--- config.mk ---
export PLATFORM = sky130hd
export DESIGN_NAME = pio_cmd_sequencer
export DESIGN_NICKNAME = d
export VERILOG_FILES = /design/src/rtl/pio_cmd_sequencer.sv
export SDC_FILE = /design/constraint.sdc
export NUM_CORES = 1
export LEC_CHECK = 0
export ABC_AREA = 1
export CORE_UTILIZATION = 50
export DETAILED_ROUTE_END_ITERATION = 8
export GPL_ROUTABILITY_DRIVEN = 1
export PLACE_DENSITY = 0.7
export SYNTH_ARGS = -nofsm -noshare
export SYNTH_HDL_FRONTEND = slang
export SYNTH_SLANG_ARGS = --single-unit
--- constraint.sdc ---
create_clock -name clk -period 2.9 [get_ports clk]
set_clock_uncertainty 0.2 [all_clocks]
set_input_delay 0.58 -clock clk [delete_from_list [all_inputs] [get_ports clk]]
set_output_delay 0.58 -clock clk [all_outputs]
set_load 0.005 [all_outputs]
--- src/rtl/pio_cmd_sequencer.sv ---
// HPS command sequencer: decodes toggle-handshaked commands from the HPS PIO,
// accesses switches/keys/LEDs/blink timer, and posts one response per command.
module pio_cmd_sequencer #(
  parameter int unsigned BLINK_DEFAULT   = 25000000,
  parameter int unsigned KEY_SYNC_STAGES = 2
) (
  input  logic        clk,
  input  logic        reset_n,
  input  logic [31:0] pp_out,
  output logic [31:0] pp_in,
  input  logic [9:0]  sw,
  input  logic [3:0]  key,
  output logic [9:0]  led
);

  localparam logic [1:0] StIdle = 2'd0;
  localparam logic [1:0] StExec = 2'd1;
  localparam logic [1:0] StWait = 2'd2;
  localparam logic [1:0] StResp = 2'd3;

  localparam logic [3:0] OpNop      = 4'd0;
  localparam logic [3:0] OpInc      = 4'd1;
  localparam logic [3:0] OpReadIo   = 4'd2;
  localparam logic [3:0] OpSetLed   = 4'd3;
  localparam logic [3:0] OpSetBlink = 4'd4;
  localparam logic [3:0] OpGetCnt   = 4'd5;
  localparam logic [3:0] OpWait     = 4'd6;

  logic [1:0]  state_q, state_d;
  logic        tgl_q, tgl_d;
  logic [3:0]  op_q, op_d;
  logic [25:0] arg_q, arg_d;
  logic        err_q, err_d;
  logic [25:0] result_q, result_d;
  logic [15:0] wait_q, wait_d;
  logic [31:0] pp_in_q, pp_in_d;
  logic [9:0]  led_q, led_d;
  logic [25:0] blink_period_q, blink_period_d;
  logic [25:0] blink_cnt_q, blink_cnt_d;
  logic [25:0] cmd_count_q, cmd_count_d;

  logic [KEY_SYNC_STAGES-1:0][9:0] sw_sync_q;
  logic [KEY_SYNC_STAGES-1:0][3:0] key_sync_q;
  logic [9:0] sw_sync;
  logic [3:0] key_sync;

  // No opcode consumes arg bit 26.
  logic unused_arg26;
  assign unused_arg26 = pp_out[26];

  assign sw_sync  = sw_sync_q[KEY_SYNC_STAGES-1];
  assign key_sync = key_sync_q[KEY_SYNC_STAGES-1];
  assign pp_in    = pp_in_q;
  assign led      = led_q;

  always_ff @(posedge clk or negedge reset_n) begin
    if (!reset_n) begin
      sw_sync_q  <= '0;
      key_sync_q <= '1;
    end else begin
      sw_sync_q  <= {sw_sync_q[KEY_SYNC_STAGES-2:0], sw};
      key_sync_q <= {key_sync_q[KEY_SYNC_STAGES-2:0], key};
    end
  end

  always_comb begin
    state_d        = state_q;
    tgl_d          = tgl_q;
    op_d           = op_q;
    arg_d          = arg_q;
    err_d          = err_q;
    result_d       = result_q;
    wait_d         = wait_q;
    pp_in_d        = pp_in_q;
    led_d          = led_q;
    blink_period_d = blink_period_q;
    cmd_count_d    = cmd_count_q;

    // Free-running blink; a SET_BLINK below may override the counter but not the toggle.
    if (blink_cnt_q == blink_period_q - 26'd1) begin
      blink_cnt_d = '0;
      led_d[0]    = ~led_q[0];
    end else begin
      blink_cnt_d = blink_cnt_q + 26'd1;
    end

    case (state_q)
      StIdle: begin
        if (pp_out[31] != pp_in_q[31]) begin
          tgl_d   = pp_out[31];
          op_d    = pp_out[30:27];
          arg_d   = pp_out[25:0];
          state_d = StExec;
        end
      end
      StExec: begin
        err_d    = 1'b0;
        result_d = '0;
        state_d  = StResp;
        case (op_q)
          OpNop: ;
          OpInc:    result_d = arg_q + 26'd1;
          OpReadIo: result_d = {12'b0, ~key_sync, sw_sync};
          OpSetLed: begin
            led_d[9:1] = arg_q[8:0];
            result_d   = {17'b0, arg_q[8:0]};
          end
          OpSetBlink: begin
            if (arg_q >= 26'd2) begin
              blink_period_d = arg_q;
              blink_cnt_d    = '0;
              result_d       = arg_q;
            end else begin
              err_d = 1'b1;
            end
          end
          OpGetCnt: result_d = cmd_count_q;
          OpWait: begin
            result_d = {10'b0, arg_q[15:0]};
            wait_d   = arg_q[15:0];
            if (arg_q[15:0] != 16'd0) state_d = StWait;
          end
          default: err_d = 1'b1;
        endcase
      end
      StWait: begin
        if (wait_q == 16'd1) begin
          state_d = StResp;
        end else begin
          wait_d = wait_q - 16'd1;
        end
      end
      StResp: begin
        pp_in_d     = {tgl_q, err_q, op_q, result_q};
        cmd_count_d = cmd_count_q + 26'd1;
        state_d     = StIdle;
      end
      default: state_d = StIdle;
    endcase
  end

  always_ff @(posedge clk or negedge reset_n) begin
    if (!reset_n) begin
      state_q        <= StIdle;
      tgl_q          <= 1'b0;
      op_q           <= '0;
      arg_q          <= '0;
      err_q          <= 1'b0;
      result_q       <= '0;
      wait_q         <= '0;
      pp_in_q        <= '0;
      led_q          <= '0;
      blink_period_q <= 26'(BLINK_DEFAULT);
      blink_cnt_q    <= '0;
      cmd_count_q    <= '0;
    end else begin
      state_q        <= state_d;
      tgl_q          <= tgl_d;
      op_q           <= op_d;
      arg_q          <= arg_d;
      err_q          <= err_d;
      result_q       <= result_d;
      wait_q         <= wait_d;
      pp_in_q        <= pp_in_d;
      led_q          <= led_d;
      blink_period_q <= blink_period_d;
      blink_cnt_q    <= blink_cnt_d;
      cmd_count_q    <= cmd_count_d;
    end
  end

endmodule

==> metrics, run 1 <==
grt ovf=0; warnings from Yosys=0; worst r2r src=arg_q[0]; cell-by-cell listing of the critical path=inv_1, ha_1, nor4_1, nand4_1, nand2_1, nand3_1, nand2_1, nand2_1, nand2_1, o21ai_0; share of final-layout standard cells stronger than drive strength 1=0.0807; final std cells w/o fill=1847; cell area after synthesis=roughly 12000 um^2; H-tree depth=1; placement-stage worst setup slack=0.362 ns; critical hold path startpoint=sw_sync_q[8]; count of flip-flops with a built-in enable after synthesis=0; Total Wirelength=30800 um; leakage power total=6.55 nW; Final Total Pwr=14.9 mW; type of origin of the critical path=register; max cap viols=0; fraction of power consumed by the clock network=0.212; initial DRC count=1050; part of the total power dissipated in sequential elements=0.341; flip-flop and latch count after synthesis=224; number of I/O pins=90; Setup crit end kind=register; fmax=383 MHz; via count of the routed design=10000; global placer's final weighted congestion=0.942; Post-Layout Inst Area=13700 um^2; number of routed nets with antenna violations=0; biggest area contributors in the synthesized netlist=dfrtp_1 44%, nand2_1 11%, nor2_1 5.5%; worst endpoint required time=slightly above 3 ns; number of filler cells placed in the layout=between 2000 and 2500; category of the most critical setup path=reg2reg; net switching power=6.30 mW; period utilization=0.900; mean area per synthesized cell=7.97 um^2; core area=around 23000 um^2; Cell Area, Placed=12800 um^2; number of buffers on the longest clock path=3; Worst Hold Slack=0.146 ns; endpoint of the worst-slack reg-to-reg timing path=result_q[2]; worst reg-to-reg setup slack=slightly below 0.3 ns; cell seen most often among critical-path stages=nand2_1; total placed cells including tap cells=1804; quantity of gates resized following cts=0; Initial DRT Pass Iterations=5; initial core utilization=0.510; area share of the leading cell type in the synthesized netlist=0.444; clock-pin slew reported for the worst setup and hold paths after clock tree synthesis=approximately 0.060 ns; Register-to-Register Path Depth=10; count of unique library cells instantiated by Yosys=45; clock tree from TritonCTS=built; Seq. cell area=5630 um^2; wire length per cell after detailed routing=16.7 um; sink of the worst hold path=sw_sync[8]; hold buffer count at CTS=1; insertion delay of the later-clocked pin in the worst-skew pair=0.52 ns; sequential area share after synthesis=0.490; Hold Crit Class=reg2reg; logic depth of the worst setup path including buffers=10; overall die area=23600 um^2; pwr dens=about 1100 nW/um^2; number of buffers inserted by post-CTS setup repair=0; master of the slowest instance on the critical path=dfrtp_1; Combinational Power Share=0.447; Peak supply drop=0.461 mV; number of global-route vias before repair=9463; wire length of the first global-routing pass=around 50000 um; crit-path max FO=6; number of endpoints with negative hold slack in the final report=0; vertical extent of the die=154 um; average via count per standard cell=5.42; kind of cell adding the most delay to the critical path=simple AND/OR/NAND/NOR gates; remaining max-slew budget at the tightest pin=0.535; Die Span X=around 150 um; final layout net count=1607; Post-synth ARST share=1.00; post-synth net total=approximately 1500; setup repair after global routing missed its margin=false; largest net degree at the start of global routing=65; Sw Ratio=0.422; internal power contribution=8.63 mW; total of endpoints with negative setup slack in the final report=0; row cnt=55; Mapped Cells=~1400; number of remaining DRC errors=0; max incr delay on CP=0.48 ns; Port-buffer cells=between 80 and 90; Num CTS Buffers=24; # diodes=0; Top FF cell, synth=dfrtp_1; Layout Area Growth over Synthesis=18.8%; status=finished clean; final worst setup slack=0.291 ns; antenna violations before repair=0; dominant cell type by area after synthesis=dfrtp_1; post-route setup TNS=0 ns; total area of multi-input combinational cells=5120 um^2; Cells on Worst Hold Path=0; Tightest Pin Transition=0.696 ns; total count of max-transition violations in the final report=0; final cell utilization of the core=0.605; shortest clock period the worst path allows after layout=around 2.6 ns; Worst Path Buf+Inv=1; total global routing track utilization=0.267; total half-perimeter wirelength after legalization and detailed placement=between 20000 and 25000 um; worst path arrival time=2.79 ns; commonest non-fill, non-tap cell in the layout=nand2_1; Clock Tree Root=clkbuf_16; top library cells by usage in the layout, fill and taps aside=347 x nand2_1, 204 x dfrtp_1, 170 x nor2_1, 146 x inv_1, 126 x o21ai_0; number of clock sinks seen by CTS=224
## per-layer routing
| layer | up-vias | global-route usage | share of wire |
|---|---|---|---|
| met3 | 49 | 0.0324 | 0.060 |
| met2 | 366 | 0.413 | 0.44 |
| met1 | 4712 | 0.390 | 0.47 |
| li1 | 4882 | - | - |
| met5 | - | 0 | 0 |
| met4 | 0 | 0.0871 | 0.030 |
## worst max path at each step
stage | from | to
2_1_floorplan | blink_period_q[0] | blink_cnt_q[11]
3_3_place_gp | state_q[0] | cmd_count_q[23]
3_5_place_dp | arg_q[0] | result_q[3]
4_1_cts | arg_q[0] | result_q[2]
5_1_grt | state_q[0] | cmd_count_q[23]
6_report | arg_q[0] | result_q[2]
## sequential cells by signal, summed over array words and instances, names as in the netlist, 16 cells and up
signal	count
result_q	26
pp_in	32
blink_period_q	26
blink_cnt_q	26
wait_q	16
arg_q	26
cmd_count_q	26
## logic make-up (layout without fill, tap and decap cells)
group	count (synthesis)	in the layout	share of synthesized area
AOI/OAI and AO/OA	236	236	0.112
adders and majority gates	13	13	0.0141
buffers and inverters	194	312	0.0662
xor gates and xnor gates	71	71	0.0541
DFF	224	224	0.490
and+or+nand+nor	706	706	0.264
## cell usage after synthesis, drive strengths merged, types with 2 or more instances
cell type  instances
a221oi             2
a21oi             64
a31oi              3
or2               10
o21ai            127
o22ai             16
dfstp             20
a22o               3
xor2              56
buf               12
ha                13
nand4             29
xnor2             15
o221ai             4
o21bai             3
o211ai             5
nand2            352
nor2             187
nor3              27
nand3             84
nand3b             7
clkinv             3
dfrtp            204
nor4               7
clkbuf            31
o31ai              6
inv              148
## power groups by stage
stage	combinational, mW	sequential, mW	clock (mW)
6_report	6.67	5.09	3.17
2_1_floorplan	4.65	4.86	0
5_1_grt	7.56	5.22	3.35
3_3_place_gp	6.49	5.08	0
3_5_place_dp	6.63	5.11	0
4_1_cts	6.66	5.07	3.23
## cell type report
class | count | area share
Clock buffer | 35 | 0.0515
Clock inverter | 7 | 0.00824
Inverter | 151 | 0.0418
Multi-Input combinational cell | 1026 | 0.375
Sequential cell | 224 | 0.412
Tap cell | 285 | 0.0261
Timing Repair Buffer | 119 | 0.0857
Power figures use the tool's default switching activity.
==> run 2: changes to the inputs <==
--- a/config.mk
+++ b/config.mk
@@ -6,6 +6,7 @@
 export NUM_CORES = 1
 export LEC_CHECK = 0
 export ABC_AREA = 1
+export CAP_MARGIN = 20
 export CORE_UTILIZATION = 50
 export DETAILED_ROUTE_END_ITERATION = 8
 export GPL_ROUTABILITY_DRIVEN = 1
==> constraint.sdc (replaced) <==
create_clock -name clk -period 2.95 [get_ports clk]
set_clock_uncertainty 0.2 [all_clocks]
set_input_delay 0.59 -clock clk [delete_from_list [all_inputs] [get_ports clk]]
set_output_delay 0.59 -clock clk [all_outputs]
set_load 0.005 [all_outputs]
==> run 2 against run 1 <==
Net effect: register-to-register slack improved by 0.06 ns; via count up 0.31%; power decreased by 1.2%; final area rose by 0.13%; sequential share of layout area shrank 0.053 points; die area is the same; count of clock-buffer cells in the layout is 3 lower; utilization rose by 0.078 points; critical endpoint is now cmd_count_q[25].
==> metrics, run 2 (synthesis results as in run 1) <==
total global routing track utilization=0.265; Total Wirelength=30600 um; share of final-layout standard cells stronger than drive strength 1=0.0814; via count of the routed design=10000; overall die area=23600 um^2; Num CTS Buffers=25; Tightest Pin Transition=~0.7 ns; worst endpoint required time=3.18 ns; top library cells by usage in the layout, fill and taps aside=347 x nand2_1, 204 x dfrtp_1, 170 x nor2_1, 146 x inv_1, 126 x o21ai_0; CP Launch Point=state_q[1]; crit-path max FO=8; insertion delay of the later-clocked pin in the worst-skew pair=approximately 0.54 ns; Hold Crit Class=reg2reg; max cap viols=0; fmax=~380 MHz; number of buffers inserted by post-CTS setup repair=0; final std cells w/o fill=1846; period utilization=0.882; core area=22600 um^2; master of the slowest instance on the critical path=nor4_2; Setup crit end kind=register; Port-buffer cells=between 80 and 90; commonest non-fill, non-tap cell in the layout=nand2_1; pwr dens=1080 nW/um^2; wire length of the first global-routing pass=49600 um; kind of cell adding the most delay to the critical path=simple AND/OR/NAND/NOR gates; initial core utilization=0.510; # diodes=0; critical hold path startpoint=sw_sync_q[4]; grt ovf=0; cell-by-cell listing of the critical path=ha_1, inv_2, nor4_2, nand3_1, nor4_2, nand3_1, xnor2_1; Clock Tree Root=clkbuf_16; post-route setup TNS=0 ns; number of remaining DRC errors=0; max reg flops=32; number of clock sinks seen by CTS=224; row cnt=55; average via count per standard cell=5.44; Peak supply drop=0.510 mV; H-tree depth=1; status=finished clean; total of endpoints with negative setup slack in the final report=0; category of the most critical setup path=reg2reg; max incr delay on CP=0.50 ns; number of global-route vias before repair=9354; number of routed nets with antenna violations=0; initial DRC count=899; Initial DRT Pass Iterations=5; total half-perimeter wirelength after legalization and detailed placement=22500 um; leakage power total=about 6.6 nW; setup repair after global routing missed its margin=false; Worst Path Buf+Inv=1; number of I/O pins=90; final layout net count=1603; Die Span X=154 um; largest net degree at the start of global routing=77; number of endpoints with negative hold slack in the final report=0; shortest clock period the worst path allows after layout=2.60 ns; number of buffers on the longest clock path=3; Layout Area Growth over Synthesis=19.0%; global placer's final weighted congestion=0.949; remaining max-slew budget at the tightest pin=0.533; total count of max-transition violations in the final report=0; wire length per cell after detailed routing=16.6 um; total placed cells including tap cells=roughly 1800; type of origin of the critical path=register; worst r2r src=state_q[1]; antenna violations before repair=0; clock tree from TritonCTS=built; vertical extent of the die=154 um; worst path arrival time=~2.8 ns; clock-pin slew reported for the worst setup and hold paths after clock tree synthesis=0.07 ns
## run 2: cell types whose count changed in the layout (fill, tap and decap cells not counted), sizes merged
cell      previous run  this run
clkinv               6        11
clkinvlp             1         2
clkbuf              35        32
inv                148       149
buf                 31        26
## run 2: cell type report
cell class / instances / area (um^2)
inverters: 151 / 572
flip-flops and latches: 224 / 5630
multi-input cells: 1026 / 5120
clock inverters: 14 / 179
fillers: 2024 / 8890
repair buffers: 114 / 1130
well taps: 285 / 357
clock buffers: 32 / 692
## run 2: repair_timing
action | CTS | global route
hold buffers | 1 | 0
hold endpoints to repair | 64 | 0
gates resized for setup | 0 | 0
setup endpoints to repair | 0 | 0
## run 2: worst reg2reg max path: stages, from the launching register on
cell     delay, ns
dfrtp_1       0.40
ha_1          0.35
inv_2         0.07
nor4_2        0.36
nand3_1       0.22
nor4_2        0.50
nand3_1       0.22
xnor2_1       0.18
## run 2: where the power goes
group / internal (mW) / switching [mW] / leakage (nW)
combinational: 2.44 / 4.05 / 3.32
clock: 1.94 / 1.30 / 0.425
sequential: 4.11 / 0.900 / 2.81
## run 2: routing by layer
metal	vias up	global-route usage	part of all wire
li1	4887	-	-
met1	4691	0.384	0.46
met2	393	0.407	0.44
met3	69	0.0423	0.069
met4	0	0.0852	0.028
met5	-	0	0
## run 2: worst paths after layout
| path | to | slack, ns | depth (start not counted) |
|---|---|---|---|
| hold / removal | sw_sync[4] | 0.15 | 0 |
| hold reg to reg | sw_sync[4] | 0.15 | 0 |
| max in group asynchronous | key_sync_q[2] | 1.32 | 3 |
| min in group asynchronous | pp_in[16] | 0.43 | 2 |
| setup / recovery | cmd_count_q[25] | 0.35 | 7 |
| setup reg to reg | cmd_count_q[25] | 0.35 | 7 |
## run 2: stage by stage
| step | hold slack [ns] | power (mW) | area [um^2] | setup slack [ns] | utilization |
|---|---|---|---|---|---|
| 3_5_place_dp | 0.135 | 11.5 | 12800 | 0.412 | 0.567 |
| 2_1_floorplan | 0.0944 | 9.35 | 11500 | 0.735 | - |
| 4_1_cts | 0.148 | 14.8 | 13700 | 0.378 | 0.606 |
| 5_1_grt | 0.155 | 15.9 | 13700 | 0.178 | 0.606 |
| 6_report | 0.146 | 14.7 | 13700 | 0.349 | 0.606 |
| 3_3_place_gp | 0.133 | 11.3 | 12800 | 0.452 | 0.567 |
==> run 3: changes to the inputs <==
--- a/config.mk
+++ b/config.mk
@@ -7,10 +7,9 @@
 export LEC_CHECK = 0
 export ABC_AREA = 1
 export CAP_MARGIN = 20
-export CORE_UTILIZATION = 50
+export CORE_UTILIZATION = 45
 export DETAILED_ROUTE_END_ITERATION = 8
 export GPL_ROUTABILITY_DRIVEN = 1
-export PLACE_DENSITY = 0.7
 export SYNTH_ARGS = -nofsm -noshare
 export SYNTH_HDL_FRONTEND = slang
 export SYNTH_SLANG_ARGS = --single-unit
==> run 3 against run 2 <==
Net effect: worst setup slack worse by 0.0089 ns; sequential power about the same; final area up 0.82%; critical endpoint is now result_q[18]; power up 1.2%; clock power up 3%; cell count up 2.8%; count of clock-buffer cells in the layout up 6.
==> metrics, run 3 (synthesis results as in run 1) <==
total half-perimeter wirelength after legalization and detailed placement=23600 um; initial core utilization=0.458; largest net degree at the start of global routing=64; final std cells w/o fill=1897; Num CTS Buffers=26; Initial DRT Pass Iterations=6; total placed cells including tap cells=1848; number of global-route vias before repair=9426; Setup crit end kind=register; total of endpoints with negative setup slack in the final report=0; worst endpoint required time=3.13 ns; Peak supply drop=0.490 mV; type of origin of the critical path=register; total count of max-transition violations in the final report=0; final layout net count=1608; number of remaining DRC errors=0; category of the most critical setup path=reg2reg; post-route setup TNS=0 ns; worst path arrival time=2.79 ns; # diodes=0; number of routed nets with antenna violations=0; crit-path max FO=6; number of clock sinks seen by CTS=224; initial DRC count=871; via count of the routed design=9921; setup repair after global routing missed its margin=false; overall die area=26200 um^2; clock tree from TritonCTS=built; antenna violations before repair=0; max reg flops=32; pwr dens=1080 nW/um^2; remaining max-slew budget at the tightest pin=0.508; period utilization=0.885; top library cells by usage in the layout, fill and taps aside=347 x nand2_1, 204 x dfrtp_1, 170 x nor2_1, 146 x inv_1, 126 x o21ai_0; Layout Area Growth over Synthesis=19.9%; Hold Crit Class=reg2reg; Tightest Pin Transition=0.736 ns; Clock Tree Root=clkbuf_16; max cap viols=0; status=finished clean; share of final-layout standard cells stronger than drive strength 1=0.0842; quantity of gates resized following cts=0; row cnt=58; wire length per cell after detailed routing=about 17 um; leakage power total=6.60 nW; number of buffers inserted by post-CTS setup repair=0; grt ovf=0; average via count per standard cell=approximately 5.2; H-tree depth=1; fmax=383 MHz; number of endpoints with negative hold slack in the final report=0; total global routing track utilization=0.249; number of I/O pins=90; Port-buffer cells=88; core area=25100 um^2; shortest clock period the worst path allows after layout=roughly 2.6 ns; commonest non-fill, non-tap cell in the layout=nand2_1; vertical extent of the die=between 150 and 200 um; final cell utilization of the core=0.549; Die Span X=162 um; Total Wirelength=around 32000 um; wire length of the first global-routing pass=50900 um; clock-pin slew reported for the worst setup and hold paths after clock tree synthesis=0.06 ns; number of buffers on the longest clock path=3; insertion delay of the later-clocked pin in the worst-skew pair=0.54 ns; hold buffer count at CTS=1; worst reg-to-reg setup slack=0.34 ns; global placer's final weighted congestion=~0.92
-- run 3: layout make-up --
cell class	instances	area [um^2]
clock buffer	38	777
clock inverter	10	133
inverter	151	572
fill	2431	11300
timing repair buffer	118	1150
multi-input combinational	1026	5120
sequential	224	5630
tap	330	413
-- run 3: layer usage --
metal / vias up / share of wire / global-route usage
met5: - / 0 / 0
met3: 47 / 0.069 / 0.0465
met1: 4644 / 0.47 / 0.360
met4: 0 / 0.024 / 0.0660
li1: 4901 / - / -
met2: 329 / 0.44 / 0.381
-- run 3: worst paths after layout --
| check | startpoint | to | cells past startpoint |
|---|---|---|---|
| min in group asynchronous | reset_n | blink_cnt_q[0] | 2 |
| worst min register to register | sw_sync_q[7] | sw_sync[7] | 0 |
| worst max register to register | arg_q[1] | result_q[18] | 10 |
| worst max-delay path | arg_q[1] | result_q[18] | 10 |
| max in group asynchronous | reset_n | blink_period_q[19] | 3 |
| worst min-delay path | sw_sync_q[7] | sw_sync[7] | 0 |
-- run 3: power by group --
group | internal (mW) | total [mW] | switching (mW)
clock network | 2.08 | 3.35 | 1.27
logic | 2.47 | 6.58 | 4.10
registers | 4.11 | 5.00 | 0.889
-- run 3: worst max-delay path: stages (launching register included) --
cell and delay [ns]:
dfrtp_1 0.50, ha_1 0.26, nand4_1 0.14, nor2_1 0.39, nand4_1 0.26, nor2_1 0.20
nand2_1 0.09, nand3_1 0.09, o221ai_1 0.16, nand2_1 0.10, o21ai_0 0.08
-- run 3: per-stage QoR --
stage	hold WS, ns	instance area [um^2]	setup WS, ns	power (mW)
2_1_floorplan	0.0944	11500	0.735	9.35
3_3_place_gp	0.134	12900	0.470	11.5
3_5_place_dp	0.135	12900	0.437	11.6
4_1_cts	0.148	13800	0.414	15.0
5_1_grt	0.151	13800	0.176	16.1
6_report	0.146	13800	0.340	14.9
